**config.mk**
```make
export PLATFORM = sky130hd
export DESIGN_NAME = pipe_scoreboard_flat
export DESIGN_NICKNAME = d
export VERILOG_FILES = /design/src/rtl/pipe_scoreboard_if.sv /design/src/rtl/pipe_scoreboard.sv /design/src/flat_wrapper.sv
export SDC_FILE = /design/constraint.sdc
export NUM_CORES = 1
export LEC_CHECK = 0
export CAP_MARGIN = 20
export CORE_ASPECT_RATIO = 1.75
export CORE_MARGIN = 2
export CORE_UTILIZATION = 45
export CTS_BUF_LIST = sky130_fd_sc_hd__clkbuf_16
export DETAILED_ROUTE_END_ITERATION = 8
export PLACE_DENSITY = 0.74
export SETUP_SLACK_MARGIN = 0.02
export SYNTH_ARGS = -nofsm -noshare
export SYNTH_HDL_FRONTEND = slang
export SYNTH_SLANG_ARGS = --single-unit
```
**constraint.sdc**
```tcl
create_clock -name clk -period 4 [get_ports clk]
set_input_delay 1 -clock clk [delete_from_list [all_inputs] [get_ports clk]]
set_output_delay 1 -clock clk [all_outputs]
set_load 0.02 [all_outputs]
```
**src/rtl/pipe_scoreboard_if.sv**
```systemverilog
// Decode-to-scoreboard bundle: issue request and operand fields in, stall/issue status out.
interface pipe_scoreboard_if #(
    parameter int unsigned REG_AW = 3,
    parameter int unsigned PERF_W = 16
);
    logic              issue_valid;
    logic [REG_AW-1:0] rs;
    logic              rs_valid;
    logic [REG_AW-1:0] rt;
    logic              rt_valid;
    logic [REG_AW-1:0] rd;
    logic              rd_valid;
    logic              is_load;
    logic              mem_busy;
    logic              perf_clr;
    logic              stall;
    logic              issue_fire;
    logic [1:0]        hazard_src;
    logic              any_pending;
    logic [PERF_W-1:0] stall_cycles;

    modport master (
        output issue_valid, rs, rs_valid, rt, rt_valid, rd, rd_valid,
               is_load, mem_busy, perf_clr,
        input  stall, issue_fire, hazard_src, any_pending, stall_cycles
    );

    modport slave (
        input  issue_valid, rs, rs_valid, rt, rt_valid, rd, rd_valid,
               is_load, mem_busy, perf_clr,
        output stall, issue_fire, hazard_src, any_pending, stall_cycles
    );
endinterface

```
**src/rtl/pipe_scoreboard.sv**
```systemverilog
// Per-register RAW scoreboard: counts cycles until a pending result is forwardable,
// stalls decode on hazards or memory-busy, and keeps a saturating stall counter.
module pipe_scoreboard #(
    parameter int unsigned NUM_REGS = 8,
    parameter int unsigned REG_AW   = 3,
    parameter int unsigned ALU_LAT  = 0,
    parameter int unsigned LOAD_LAT = 1,
    parameter int unsigned CNT_W    = 2,
    parameter int unsigned ZERO_REG = 0,
    parameter int unsigned PERF_W   = 16
) (
    input logic             clk,
    input logic             rst,
    pipe_scoreboard_if.slave sb
);
    localparam int unsigned MAX_LAT = (ALU_LAT > LOAD_LAT) ? ALU_LAT : LOAD_LAT;
    localparam int unsigned NUM_IDX = 1 << REG_AW;
    localparam logic [CNT_W-1:0] ALU_L  = CNT_W'(ALU_LAT);
    localparam logic [CNT_W-1:0] LOAD_L = CNT_W'(LOAD_LAT);

    if (MAX_LAT >= (1 << CNT_W)) begin : g_cnt_w_check
        $error("pipe_scoreboard: CNT_W too narrow for max(ALU_LAT, LOAD_LAT)");
    end
    if (NUM_REGS > NUM_IDX) begin : g_reg_aw_check
        $error("pipe_scoreboard: REG_AW too narrow for NUM_REGS");
    end

    logic [CNT_W-1:0]   cnt [NUM_REGS];
    logic [NUM_IDX-1:0] pend;
    logic               haz_rs;
    logic               haz_rt;
    logic               stall_c;
    logic               fire_c;
    logic               wr_en;
    logic [CNT_W-1:0]   lat;
    logic [PERF_W-1:0]  stall_cnt;

    // Hazards look at state before this instruction's own write, so rs == rd never self-stalls.
    assign haz_rs  = sb.rs_valid && pend[sb.rs];
    assign haz_rt  = sb.rt_valid && pend[sb.rt];
    assign stall_c = sb.issue_valid && (haz_rs || haz_rt || sb.mem_busy);
    assign fire_c  = sb.issue_valid && !stall_c;
    assign wr_en   = fire_c && sb.rd_valid;
    assign lat     = sb.is_load ? LOAD_L : ALU_L;

    for (genvar i = 0; i < NUM_IDX; i++) begin : g_reg
        if (i < NUM_REGS) begin : g_live
            localparam bit HARD = (ZERO_REG != 0) && (i == 0);
            logic [CNT_W-1:0] dec;
            logic [CNT_W-1:0] nxt;

            // A frozen pipeline does not close the distance; max() keeps an older, longer writer.
            always_comb begin
                dec = cnt[i];
                if (!sb.mem_busy && cnt[i] != '0) dec = cnt[i] - CNT_W'(1);
                nxt = dec;
                if (!HARD && wr_en && sb.rd == REG_AW'(i) && lat > dec) nxt = lat;
            end

            always_ff @(posedge clk or posedge rst) begin
                if (rst) cnt[i] <= '0;
                else     cnt[i] <= nxt;
            end

            assign pend[i] = !HARD && (cnt[i] != '0);
        end else begin : g_pad
            assign pend[i] = 1'b0;
        end
    end

    // Saturating stall-cycle counter; clear wins over increment.
    always_ff @(posedge clk or posedge rst) begin
        if (rst)                          stall_cnt <= '0;
        else if (sb.perf_clr)             stall_cnt <= '0;
        else if (stall_c && !(&stall_cnt)) stall_cnt <= stall_cnt + PERF_W'(1);
    end

    assign sb.stall        = stall_c;
    assign sb.issue_fire   = fire_c;
    assign sb.hazard_src   = sb.issue_valid ? {haz_rt, haz_rs} : 2'b00;
    assign sb.any_pending  = |pend;
    assign sb.stall_cycles = stall_cnt;
endmodule
```
**src/flat_wrapper.sv**
```systemverilog
// flat-port wrapper written by rule: the top's interface ports become plain ports
module pipe_scoreboard_flat 
#(
    parameter int unsigned NUM_REGS = 8,
    parameter int unsigned REG_AW   = 3,
    parameter int unsigned ALU_LAT  = 0,
    parameter int unsigned LOAD_LAT = 1,
    parameter int unsigned CNT_W    = 2,
    parameter int unsigned ZERO_REG = 0,
    parameter int unsigned PERF_W   = 16
)
  (clk, rst, sb_issue_valid, sb_rs, sb_rs_valid, sb_rt, sb_rt_valid, sb_rd, sb_rd_valid, sb_is_load, sb_mem_busy, sb_perf_clr, sb_stall, sb_issue_fire, sb_hazard_src, sb_any_pending, sb_stall_cycles);
  pipe_scoreboard_if #(.REG_AW(REG_AW), .PERF_W(PERF_W)) sb_i ();
  input logic clk;
  input logic rst;
  input wire logic [$bits(sb_i.issue_valid)-1:0] sb_issue_valid;
  input wire logic [$bits(sb_i.rs)-1:0] sb_rs;
  input wire logic [$bits(sb_i.rs_valid)-1:0] sb_rs_valid;
  input wire logic [$bits(sb_i.rt)-1:0] sb_rt;
  input wire logic [$bits(sb_i.rt_valid)-1:0] sb_rt_valid;
  input wire logic [$bits(sb_i.rd)-1:0] sb_rd;
  input wire logic [$bits(sb_i.rd_valid)-1:0] sb_rd_valid;
  input wire logic [$bits(sb_i.is_load)-1:0] sb_is_load;
  input wire logic [$bits(sb_i.mem_busy)-1:0] sb_mem_busy;
  input wire logic [$bits(sb_i.perf_clr)-1:0] sb_perf_clr;
  output wire logic [$bits(sb_i.stall)-1:0] sb_stall;
  output wire logic [$bits(sb_i.issue_fire)-1:0] sb_issue_fire;
  output wire logic [$bits(sb_i.hazard_src)-1:0] sb_hazard_src;
  output wire logic [$bits(sb_i.any_pending)-1:0] sb_any_pending;
  output wire logic [$bits(sb_i.stall_cycles)-1:0] sb_stall_cycles;
  assign sb_i.issue_valid = sb_issue_valid;
  assign sb_i.rs = sb_rs;
  assign sb_i.rs_valid = sb_rs_valid;
  assign sb_i.rt = sb_rt;
  assign sb_i.rt_valid = sb_rt_valid;
  assign sb_i.rd = sb_rd;
  assign sb_i.rd_valid = sb_rd_valid;
  assign sb_i.is_load = sb_is_load;
  assign sb_i.mem_busy = sb_mem_busy;
  assign sb_i.perf_clr = sb_perf_clr;
  assign sb_stall = sb_i.stall;
  assign sb_issue_fire = sb_i.issue_fire;
  assign sb_hazard_src = sb_i.hazard_src;
  assign sb_any_pending = sb_i.any_pending;
  assign sb_stall_cycles = sb_i.stall_cycles;
  pipe_scoreboard #(.NUM_REGS(NUM_REGS), .REG_AW(REG_AW), .ALU_LAT(ALU_LAT), .LOAD_LAT(LOAD_LAT), .CNT_W(CNT_W), .ZERO_REG(ZERO_REG), .PERF_W(PERF_W)) u_core (.clk(clk), .rst(rst), .sb(sb_i));
endmodule
```
==> flow_summary.toml, run 1 <==
[worst_setup_path]
crit_chain = "clkdlybuf4s50_1, mux4_2, a221oi_4, buf_6, nor2_1, dlygate4sd2_1"
worst_setup_path_end_kind = "primary output"
cpPeakStageDelay_ns = 0.55
path_depth = 6
reg2reg_setup_slack_ns = 1.34
criticalPathCategory = "in2out"
rr_startpoint = "u_core.cnt[6]"
cp_slowest_cell = "mux4_2"
cp.required_ns = 3.00
startpoint_type = "input port"
worstPathMaxFanout = 6
reg2reg_to = "u_core.cnt[8]"
crit_path_start = "sb_rt[0]"
path_buf_inv = 3
arrival_ns = 2.91
cp_top_family = "buffers and inverters"
reg2reg_depth = 8
crit_end = "sb_stall"

[clocking]
cts_setup_buffers = 0
cts_sinks = 32
max-clock-path-buffers = 2
root_buffer = "clkbuf_16"
cts-htree-levels = 2
cts_made_buffers = 5
path_clk_slew_ns = 0.05
clkLatencyLatePin_ns = 0.28
tritoncts = "yes"

[logic_synthesis]
synth_edf_count = 0
yosys_warnings = 0
synth_top_area_share = 0.360
ys_types = 35
yosysTopAreaCell = "dfrtp_1"
syn_area_per_cell_um2 = 9.81
synthArstFlopShare = 1.00
synthTopCellsByCount = "dfrtp_1 (32), inv_1 (20), ha_1 (17), mux2i_1 (17), nor2_1 (16)"
synth_ff_type = "dfrtp_1"
synth_nets = 262
synthesis.area_um2 = 2230
synth_most_common_cell = "dfrtp_1"
synthTopCellsByArea = "dfrtp_1 (36%), ha_1 (9.6%), mux2i_1 (7.6%)"
synth-seq-cells = 32
syn_inst = 227
ys_seq_area_frac = 0.360

[power]
max-vdd-ir-drop_mv = 0.400
sequentialPowerShare = 0.287
p_comb_frac = 0.434
p_total_mw = 1.52
p_sw_uw = 528
p_leak_nw = 1.22
p_clk_frac = 0.279
internal-power_uw = 997
cellPowerDensity_nw_per_um2 = 543
sw_frac_of_total = 0.346

[finish]
n_antenna_cell = 0
syn2layout_area_growth_pct = 26.1
fillers = 441
nets = 303
drive_gt1_frac = 0.0669

[route]
dr.pass1.iters = 4
via_per_inst = 6.04
drc = 0
drtIter0Drc = 73
routed_wl_mm = 5.30
via_count = 1940
ant_nets = 0
wl_per_cell_um = 16.5

[place]
finalWeightedCongestion = 0.789
dpl.hpwl_mm = 3.87
port_buffers = 38

[floorplan]
die-area_um2 = 5550
coreArea_um2 = 4710
die-height_um = 97.0
core.rowCount = 33
die_w_um = 57.2
start_util = 0.473
ioPinCount = 39

[sta]
tns_ns = 0
worst-slew-pin-transition_ns = 0.761
max_freq_mhz = 255
rsz0062_at_grt = "no"
clock_skew_ns = 0.00471
post-route-min-period_ns = 3.91
slew_viol_final = 0
worst_hold_slack_ns = 0.552
hold_viol_final = 0
setup_viol = 0
finalCritPeriodShare = 0.979
maxSlewHeadroom = 0.491

[grt]
overflow = 0
grt_pass1_vias = 1987
antenna_found_initial = 0
track_usage = 0.204
grt_start_max_net_pins = 34
grt_first_pass_wirelength_mm = 8.94

[min_path]
hp-class = "reg2reg"

[job]
cap_violations = 0

[status]
status = "complete, no violations"
-- flip-flops by register name, summed over array words and instances, names as in the netlist --
name / cells
u_core.sb.stall_cycles: 16
u_core.cnt: 16
-- metal layers --
metal | vias up | GRT usage | wire [µm]
li1 | 923 | - | -
met2 | 65 | 0.378 | 2980
met5 | - | 0 | 0
met1 | 942 | 0.215 | 1980
met3 | 10 | 0.0361 | 218
met4 | 0 | 0.0859 | 121
-- final cells by class --
class	instances	area, µm²	share of cell area
Timing Repair Buffer	44	422	0.150
Clock buffer	5	125	0.0446
Inverter	20	75.1	0.0267
Multi-Input combinational cell	165	1280	0.457
Clock inverter	3	37.5	0.0134
Sequential cell	32	801	0.285
Tap cell	52	65.1	0.0232
-- worst reg2reg max path: stages (launching register included) --
cell and delay, ns:
dfrtp_1 0.35, inv_1 0.09, ha_1 0.27, mux2i_1 0.12, mux4_2 0.52, a221oi_4 0.34
buf_4 0.37, nand4_1 0.15, mux2_1 0.34
-- stage by stage --
| stage | util | area (µm²) | setup WS, ns | cells |
|---|---|---|---|---|
| 6_report | 0.596 | 2810 | 0.0857 | 321 |
| 5_1_grt | 0.596 | 2810 | 0.0206 | 321 |
| 4_1_cts | 0.594 | 2800 | 0.0294 | 320 |
| 3_5_place_dp | 0.561 | 2640 | -0.329 | 312 |
| 3_3_place_gp | 0.561 | 2640 | -0.300 | 312 |
| 2_1_floorplan | - | 2230 | 0.378 | 227 |
-- timing repair --
action,CTS,global route
hold endpoints to repair,0,0
resized for setup,4,1
setup endpoints to repair,3,1
pin swaps,0,1
hold buffers,0,0
-- logic make-up (layout without fill, tap and decap cells) --
family | Yosys count | in the layout | share of synthesized area
and+or+nand+nor | 78 | 78 | 0.199
AOI/OAI and AO/OA | 34 | 34 | 0.107
DFF | 32 | 32 | 0.360
buffers and inverters | 30 | 72 | 0.0646
muxes | 28 | 28 | 0.142
adders and majority gates | 17 | 17 | 0.0956
xor gates and xnor gates | 8 | 8 | 0.0315
-- power by group through the flow --
stage                     registers (mW)  clock network [mW]  logic (mW)
after detailed placement           0.444                   0       0.657
after CTS                          0.438               0.430       0.664
final                              0.438               0.425       0.662
after global placement             0.442                   0       0.625
after global routing               0.448               0.445       0.754
after floorplan                    0.441                   0       0.510
-- worst min-delay path by stage --
stage / from / end / slack (ns) / cells after the start
final: u_core.cnt[15] / u_core.cnt[15] / 0.55 / 2
after detailed placement: u_core.cnt[15] / u_core.cnt[15] / 0.54 / 2
after CTS: u_core.cnt[15] / u_core.cnt[15] / 0.55 / 2
after global routing: u_core.cnt[9] / u_core.cnt[9] / 0.59 / 2
after global placement: u_core.cnt[15] / u_core.cnt[15] / 0.53 / 2
after floorplan: u_core.cnt[3] / u_core.cnt[3] / 0.52 / 2
-- layout by cell type (no fill, tap or decap), types with 3 or more instances in the layout --
master,instances
clkdlybuf4s50_1,34
dfrtp_1,32
inv_1,20
mux2i_1,17
ha_1,17
nor2_1,16
or4_1,12
a21oi_1,12
o31ai_1,11
nand4_1,9
nand3_1,9
xnor2_1,8
mux2_1,7
nor4_1,6
and3_1,5
clkbuf_16,5
nand2b_1,4
nor2b_1,4
nand2_1,4
dlygate4sd2_1,4
buf_4,4
o21ai_0,3
Note: power is estimated with default switching activity, not from simulation.
==> inputs of run 2 (changes only) <==
--- a/config.mk
+++ b/config.mk
@@ -9,8 +9,9 @@
 export CORE_ASPECT_RATIO = 1.75
 export CORE_MARGIN = 2
 export CORE_UTILIZATION = 45
-export CTS_BUF_LIST = sky130_fd_sc_hd__clkbuf_16
+export CTS_BUF_LIST = sky130_fd_sc_hd__clkbuf_8
 export DETAILED_ROUTE_END_ITERATION = 8
+export GPL_TIMING_DRIVEN = 0
 export PLACE_DENSITY = 0.74
 export SETUP_SLACK_MARGIN = 0.02
 export SYNTH_ARGS = -nofsm -noshare
==> run 2 against run 1 <==
  * Core utilization is 0.13 points higher
  * Power is 3.2% lower
  * Largest power group unchanged
  * Critical path type unchanged
  * Critical endpoint is now sb_issue_fire
  * Clock-buffer cell count is 2 higher
  * Largest cell class unchanged
==> flow_summary.toml, run 2 (synthesis results as in run 1) <==
[status]
status = "complete, no violations"

[clocking]
max-clock-path-buffers = 2
path_clk_slew_ns = 0.06
root_buffer = "clkbuf_8"
cts_hold_buf = 0
cts_made_buffers = 5
cts-htree-levels = 2
clkLatencyLatePin_ns = 0.29
tritoncts = "yes"
cts_sinks = 32

[sta]
finalCritPeriodShare = 0.964
hold_viol_final = 0
post-route-min-period_ns = 3.86
setup_viol = 0
slew_viol_final = 0
worst_slack_ns = 0.144
worst-slew-pin-transition_ns = 0.635
rsz0062_at_grt = "no"
clock_skew_ns = 0.00913
maxSlewHeadroom = 0.574
max_freq_mhz = 259

[grt]
antenna_found_initial = 0
overflow = 0
grt_busiest_layer = "met2"
grt_pass1_vias = 1922
met1_usage = 0.224
grt_start_max_net_pins = 23
track_usage = 0.202
met2_usage = 0.363
grt_first_pass_wirelength_mm = 8.89
grt_use_met3 = 0.0361

[finish]
nets = 308
syn2layout_area_growth_pct = 26.4
drive_gt1_frac = 0.0949
layout_common_cells = "clkdlybuf4s50_1 (32), dfrtp_1 (32), inv_1 (20), mux2i_1 (17), ha_1 (17)"
n_antenna_cell = 0

[power]
p_clk_frac = 0.237
p_comb_frac = 0.467
cellPowerDensity_nw_per_um2 = 525
p_leak_nw = 1.23
sequentialPowerShare = 0.296
internal-power_uw = 943
p_total_mw = 1.48
max-vdd-ir-drop_mv = 0.365
p_sw_uw = 533
sw_frac_of_total = 0.361

[worst_setup_path]
arrival_ns = 2.86
criticalPathCategory = "in2out"
startpoint_type = "input port"
worst_setup_path_end_kind = "primary output"
crit_chain = "clkdlybuf4s50_1, mux4_2, a221oi_4, buf_6, buf_6, and2_1, buf_4"
cpPeakStageDelay_ns = 0.56
cp.required_ns = 3.00
cp_slowest_cell = "mux4_2"
worstPathMaxFanout = 10
cp_common_cell = "buf_6"

[route]
via_per_inst = 5.90
wl_per_cell_um = 16.4
dr.pass1.iters = 4
routed_wl_mm = 5.33
drc = 0
via_count = 1923
ant_nets = 0
drtIter0Drc = 52

[floorplan]
start_util = 0.473
core.rowCount = 33
coreArea_um2 = 4710
die-height_um = 97.0
die_w_um = 57.2
ioPinCount = 39
die-area_um2 = 5550

[min_path]
hp-class = "reg2reg"

[place]
finalWeightedCongestion = 0.825
place_ws_ns = -0.527
dpl.hpwl_mm = 4.02
port_buffers = 35

[job]
cap_violations = 0
## run 2: power groups by stage
stage | Combinational, mW | Clock (mW) | Sequential, mW
after CTS | 0.691 | 0.354 | 0.436
after detailed placement | 0.679 | 0 | 0.443
after floorplan | 0.510 | 0 | 0.441
final | 0.690 | 0.349 | 0.436
after global routing | 0.776 | 0.370 | 0.447
after global placement | 0.647 | 0 | 0.442
## run 2: cell type report
| class | instances | area, µm² |
|---|---|---|
| buffer | 10 | 68.8 |
| multi-input combinational | 165 | 1280 |
| clock inverter | 1 | 30.0 |
| timing repair buffer | 39 | 395 |
| sequential | 32 | 801 |
| tap | 52 | 65.1 |
| fill | 417 | 1890 |
| clock buffer | 7 | 96.3 |
| inverter | 20 | 75.1 |
## run 2: path summary, 6_finish.rpt
| check | start | to | slack [ns] | cells past startpoint |
|---|---|---|---|---|
| setup / recovery | sb_rs[0] | sb_issue_fire | 0.14 | 7 |
| hold / removal | u_core.cnt[13] | u_core.cnt[13] | 0.56 | 2 |
| setup reg to reg | u_core.cnt[10] | u_core.cnt[10] | 1.43 | 10 |
| hold reg to reg | u_core.cnt[13] | u_core.cnt[13] | 0.56 | 2 |
| max in group asynchronous | rst | u_core.cnt[15] | 2.44 | 3 |
| min in group asynchronous | rst | u_core.cnt[6] | 1.05 | 2 |
## run 2: timing repair
item,4_1_cts,5_1_grt
buffers inserted,2,1
endpoints found under the setup margin,2,2
gates resized for setup,6,3
pin swaps,1,1
## run 2: worst max-delay path, delay by kind of cell
family | cells | cell delay [ns]
buffers and inverters | 4 | 0.89
muxes | 1 | 0.56
AOI/OAI and AO/OA | 1 | 0.27
and+or+nand+nor | 1 | 0.13
## run 2: per-layer routing
layer  routed length, µm  up-vias
met1                2110      937
met5                   0        -
met4                  72        0
li1                    -      933
met3                 205        6
met2                2950       47
## run 2: through the flow
step	util	instances	setup TNS (ns)	hold WS, ns	instance area, µm²
CTS	0.596	325	0	0.556	2810
global placement	0.561	314	-0.917	0.540	2640
detailed placement	0.567	315	-0.905	0.547	2670
floorplan	-	227	0	0.518	2230
global route	0.598	326	0	0.587	2810
finish	0.598	326	0	0.559	2810
==> RTL change 1, RTL diff (flow settings as in run 2) <==
`CNT_W` is set to 2 in 2 places; all go to 3.
--- a/src/rtl/pipe_scoreboard.sv
+++ b/src/rtl/pipe_scoreboard.sv
@@ -5,7 +5,7 @@
     parameter int unsigned REG_AW   = 3,
     parameter int unsigned ALU_LAT  = 0,
     parameter int unsigned LOAD_LAT = 1,
-    parameter int unsigned CNT_W    = 2,
+    parameter int unsigned CNT_W    = 3,
     parameter int unsigned ZERO_REG = 0,
     parameter int unsigned PERF_W   = 16
 ) (
--- a/src/flat_wrapper.sv
+++ b/src/flat_wrapper.sv
@@ -5,7 +5,7 @@
     parameter int unsigned REG_AW   = 3,
     parameter int unsigned ALU_LAT  = 0,
     parameter int unsigned LOAD_LAT = 1,
-    parameter int unsigned CNT_W    = 2,
+    parameter int unsigned CNT_W    = 3,
     parameter int unsigned ZERO_REG = 0,
     parameter int unsigned PERF_W   = 16
 )
Formal check against the unedited RTL: no difference found for any inputs over 10 cycles, from zero or initial values and one cycle with rst high; that may be too few to reach the edited logic, so the function may still have changed.
==> RTL change 1 against run 2 <==
Register-to-register slack worse by 0.17 ns; wire length grew 33%; area after synthesis up 31%; worst setup slack got worse by 0.048 ns; first-iteration DRC count increased by 60%; power up 23%; sequential cell count up 8; via count increased by 27%; design area rose by 25%; critical path depth increased by 1; fmax decreased by 1.2%; critical path type unchanged.
==> RTL change 1: results (changes against run 2) <==
| Metric | Value |
|---|---|
| Critical R2R Launch | u_core.cnt[0]$_DFF_PP0_ |
| # diodes | 0 (unchanged) |
| Tightest Hold Check Type | reg2reg |
| Critical Path Slowest Stage Cell | or3b_2 |
| Adder-cell area share of the yosys netlist | 10.8% (+1.2 points) |
| Post-synthesis mux area share | 8.66% (-5.6 points) |
| Pin count of the biggest net entering global routing | 41 (+78%) |
| Net count after synthesis | 348 (+33%) |
| Placed cell count | 421 (+34%) |
| Via density | 5.70 (-3.4%) |
| Worst R2R End | u_core.cnt[0]$_DFF_PP0_ |
| Pre-CTS setup slack | -0.684 ns (-0.158 ns) |
| CP max FO | 19 (+9) |
| Drt total wl | 7070 um (+33%) |
| CP top delay family | buffers and inverters |
| Share of cells above drive strength 1 | 14.9% (+5.4 points) |
| Outcome | completed |
| Critical Path AT | 2.90 ns (+0.04 ns) |
| CTS H-tree lvls | 2 (unchanged) |
| Final #Nets | 392 (+27%) |
| # port buffers | 36 (+2.9%) |
| Synth area leaders | dfrtp_1, ha_1, mux2_2 |
| Hold WS | 0.543 ns (-0.0158 ns) |
| Measured slew at the worst slew-check pin | 0.858 ns (+0.222 ns) |
| Filler cells | 561 (+35%) |
| Worst Skew | 0.00842 ns (-0.000712 ns) |
| HPWL Detailed | 5390 um (+34%) |
| Synth Area in Compound Gates | 11.5% (+0.76 points) |
| Clk pin slew, worst setup/hold paths | 0.09 ns (+0.03 ns) |
| Hold worst-path end | u_core.cnt[4]$_DFF_PP0_ |
| Flop pwr share | 33.5% (+3.9 points) |
| Clock Latency Late Sink | 0.31 ns (+0.02 ns) |
| Post-synthesis sequential area ratio | 34.5% (-1.5 points) |
| Synth Area in XOR/XNOR | 3.92% (+0.77 points) |
| Routed via count | 2450 (+27%) |
| Vias in the first global route | 2627 (+37%) |
| Max Slew Vio Count | 0 (unchanged) |
| Starting DRC count in detailed routing | 83 (+60%) |
| Switching power total | 0.000698 W (+31%) |
| Synth cell types | 49 (+40%) |
| Synth top cells by count | dfrtp_1, nor2_1, ha_1, inv_1, nor2b_1 |
| First-pass GRT wire length | 12200 um (+37%) |
| Leak | 1.49 nW (+21%) |
| VDD IR-drop max | 0.000361 V (-1.1%) |
| Hold Path Origin | u_core.cnt[4]$_DFF_PP0_ |
| Setup slack, reg-to-reg | 1.26 ns (-0.17 ns) |
| Cells after synthesis | 305 (+34%) |
| GPL Wtd Cong | 0.897 (+8.7%) |
| Clk. pwr | 0.000336 W (-4%) |
| CP max stage delay | 0.51 ns (-0.05 ns) |
| All-layer global routing usage | 22.2% (+1.9 points) |
| First drt pass iteration count | 5 (+1) |
RTL change 1: cell types whose count changed in the layout (fill, tap and decap cells not counted), sizes merged, moves of 9 or more:
cell | run 2 | this run
or4 | 12 | 2
nor2b | 4 | 19
o31ai | 11 | 2
nor2 | 16 | 39
mux2i | 17 | 6
RTL change 1: what timing repair did:
action / in CTS / in global routing
gates resized for setup: 15 / 5
setup endpoints to repair: 4 / 2
cloned: 0 / 0
hold buffers: 0 / 0
pin swaps: 1 / 2
buffers inserted: 1 / 1
RTL change 1: worst max-delay path by stage:
stage | to | slack, ns | start
after global routing | sb_stall | 0.008 | sb_rs[0]
final | sb_stall | 0.1 | sb_rs[0]
after global placement | sb_stall | -0.69 | sb_rs[0]
after CTS | sb_stall | -0.14 | sb_rs[0]
after floorplan | sb_stall | 0.60 | sb_rs[0]
after detailed placement | sb_stall | -0.68 | sb_rs[0]
RTL change 1: stage by stage:
stage	total power [W]	setup TNS, ns	area, um^2
finish	0.00182	0	3500
global route	0.00198	0	3500
CTS	0.00183	-0.140	3490
detailed placement	0.00148	-1.39	3370
global placement	0.00142	-1.39	3370
floorplan	0.00127	0	2910
RTL change 1: area by class of cell:
type	count	area [um^2]	area share (%)
buffer	7	35.0	1.00
clock buffer	5	68.8	1.96
clock inverter	3	38.8	1.11
inverter	23	86.3	2.46
multi-input combinational	234	1800	51.4
sequential	40	1000	28.6
tap	80	100	2.86
timing repair buffer	38	373	10.6
RTL change 1: tightest hold or removal path: stages (launching register included):
cell     delay, ns
dfrtp_1       0.35
nor2_1        0.05
a21oi_1       0.10
RTL change 1: layer usage:
metal	share of wire (%)	global-route usage, %
met1	38	22.8
met2	55	42.3
met3	4.4	3.96
met4	2.1	10.5
met5	0	0
==> RTL change 2, RTL diff (flow settings as in run 2) <==
Made on the original files. Make the reset (`rst`) synchronous in 2 clocked blocks.
--- a/src/rtl/pipe_scoreboard.sv
+++ b/src/rtl/pipe_scoreboard.sv
@@ -57,7 +57,7 @@
                 if (!HARD && wr_en && sb.rd == REG_AW'(i) && lat > dec) nxt = lat;
             end
 
-            always_ff @(posedge clk or posedge rst) begin
+            always_ff @(posedge clk) begin
                 if (rst) cnt[i] <= '0;
                 else     cnt[i] <= nxt;
             end
@@ -69,7 +69,7 @@
     end
 
     // Saturating stall-cycle counter; clear wins over increment.
-    always_ff @(posedge clk or posedge rst) begin
+    always_ff @(posedge clk) begin
         if (rst)                          stall_cnt <= '0;
         else if (sb.perf_clr)             stall_cnt <= '0;
         else if (stall_c && !(&stall_cnt)) stall_cnt <= stall_cnt + PERF_W'(1);
Behaviour: differs if rst is asserted again (counterexample within 4 cycles, from zero or initial values and one cycle with rst high); with rst held inactive, the same outputs for 10 cycles.
==> RTL change 2 against run 2 <==
Worst setup slack lost 0.068 ns; critical path depth is the same; power shrank 27%; wire length grew 1.4%; clock skew shrank 0.0022 ns; area after synthesis shrank 3.0%; design area shrank 5.2%; sequential cell count is the same; largest power group unchanged.
==> RTL change 2: results (changes against run 2) <==
| Metric | Value |
|---|---|
| Outcome | completed |
| Non-clock buffer share | 17.6% (+1.1 points) |
| Ys Warns | 0 (unchanged) |
| Synth area leaders | dfxtp_1, ha_1, mux2i_1 |
| Final std cells w/o fill | 346 (+6.1%) |
| Net count after synthesis | 284 (+8.4%) |
| Async SR Flop Fraction | 0% (-100 points) |
| CTS H-tree lvls | 2 (unchanged) |
| Via density | 5.86 (-0.68%) |
| Share of cells above drive strength 1 | 8.84% (-0.65 points) |
| Placed cell count | 337 (+7.0%) |
| Filler cells | 442 (+6.0%) |
| Seq area share | 24.0% (-4.4 points) |
| Clock buf/inv share | 2.91% (-1.6 points) |
| Starting DRC count in detailed routing | 50 (-3.8%) |
| Critical Path Slowest Stage Cell | mux4_2 |
| Fmax | 0.255 GHz (-1.7%) |
| Post-synthesis sequential area ratio | 29.7% (-6.3 points) |
| Synth cell types | 36 (+2.9%) |
| Dpl cell area | 0.00258 mm^2 (-3.2%) |
| Power Combinational | 0.000481 W (-30%) |
| Comb_multi_in | 184 (+12%) |
| # diodes | 0 (unchanged) |
| Pin count of the biggest net entering global routing | 14 (-39%) |
| First drt pass iteration count | 4 (unchanged) |
| Final #Nets | 329 (+6.8%) |
| Hold WS | 0.501 ns (-0.0575 ns) |
| Drt total wl | 5400 um (+1.4%) |
| Area growth from synthesis to layout | 23.5% |
| VDD IR-drop max | 0.000295 V (-19%) |
| Tap cell count | 52 (unchanged) |
| Setup slack, reg-to-reg | 1.45 ns (+0.02 ns) |
| Synth top cells by count | dfxtp_1, a21oi_1, inv_1, ha_1, nor2_1 |
| Worst Skew | 0.00691 ns (-0.00222 ns) |
| First-pass GRT wire length | 9160 um (+3.0%) |
| Clk_buf instances | 5 (-2) |
| GPL Wtd Cong | 0.864 (+4.6%) |
| Bufs w/o clock | 52 (+6.1%) |
| Critical Path AT | 2.92 ns (+0.06 ns) |
| HPWL Detailed | 4170 um (+3.8%) |
| Clock Latency Late Sink | 0.29 ns (about the same) |
| Logic inverters | 19 (-5.0%) |
| Measured slew at the worst slew-check pin | 0.525 ns (-0.110 ns) |
| Vias in the first global route | 2014 (+4.8%) |
| Largest buffer count on any clock path | 2 (unchanged) |
| CP max stage delay | around 0.55 ns |
| Initial antenna violation count | 0 (unchanged) |
| Multi-input logic area | 0.00134 mm^2 (+4.8%) |
| Register bit total from synthesis | 32 (unchanged) |
| Clk pwr share | 22.0% (-1.7 points) |
| Cells after synthesis | 249 (+9.7%) |
| Internal power | 0.000685 W (-27%) |
| Clk. pwr | 0.000237 W (-32%) |
| Clk pin slew, worst setup/hold paths | around 0.07 ns |
| # port buffers | 36 (+2.9%) |
| Leak | 0.950 nW (-23%) |
| All-layer global routing usage | 21.6% (+1.4 points) |
| Tightest Hold Check Type | reg2reg |
| CTS Root Cell | clkbuf_8 |
| Pre-CTS setup slack | -0.714 ns (-0.187 ns) |
[RTL change 2: metal layers]
layer	vias to the layer above	global-route usage, %	routed length [um]
li1	1014	-	-
met1	962	22.0	2090
met2	42	42.7	2990
met3	9	3.80	160
met4	0	7.94	168
met5	-	0	0
[RTL change 2: critical path, delay by kind of cell]
| family | cells | cell delay, ns |
|---|---|---|
| AND/OR/NAND/NOR | 1 | 0.12 |
| AO/OA/AOI/OAI | 1 | 0.32 |
| buffers and inverters | 4 | 0.92 |
| multiplexers | 1 | 0.55 |
[RTL change 2: timing repair]
item / in CTS / in global routing
hold endpoints to repair: 0 / 0
setup endpoints to repair: 2 / 1
pin swaps: 1 / 0
buffers inserted: 2 / 0
gates resized for setup: 6 / 1
[RTL change 2: kinds of logic (layout without fill, tap and decap cells)]
logic type | count (synthesis) | after routing | synth area share, %
AO/OA/AOI/OAI | 52 | 52 | 16.5
multiplexers | 15 | 15 | 8.17
XOR/XNOR | 8 | 8 | 3.25
flip-flops | 32 | 32 | 29.7
AND/OR/NAND/NOR | 92 | 92 | 24.5
adder cells (fa/ha/maj) | 17 | 17 | 9.85
buffers and inverters | 33 | 78 | 8.12
[RTL change 2: path summary, 6_finish.rpt]
path / from / to / depth (start not counted)
setup / recovery: sb_rs[0] / sb_issue_fire / 7
hold / removal: u_core.sb.stall_cycles[15]$_SDFFE_PP0P_ / u_core.sb.stall_cycles[15]$_SDFFE_PP0P_ / 2
setup reg to reg: u_core.cnt[1][0]$_SDFF_PP0_ / u_core.cnt[0][4]$_SDFF_PP0_ / 10
hold reg to reg: u_core.sb.stall_cycles[15]$_SDFFE_PP0P_ / u_core.sb.stall_cycles[15]$_SDFFE_PP0P_ / 2
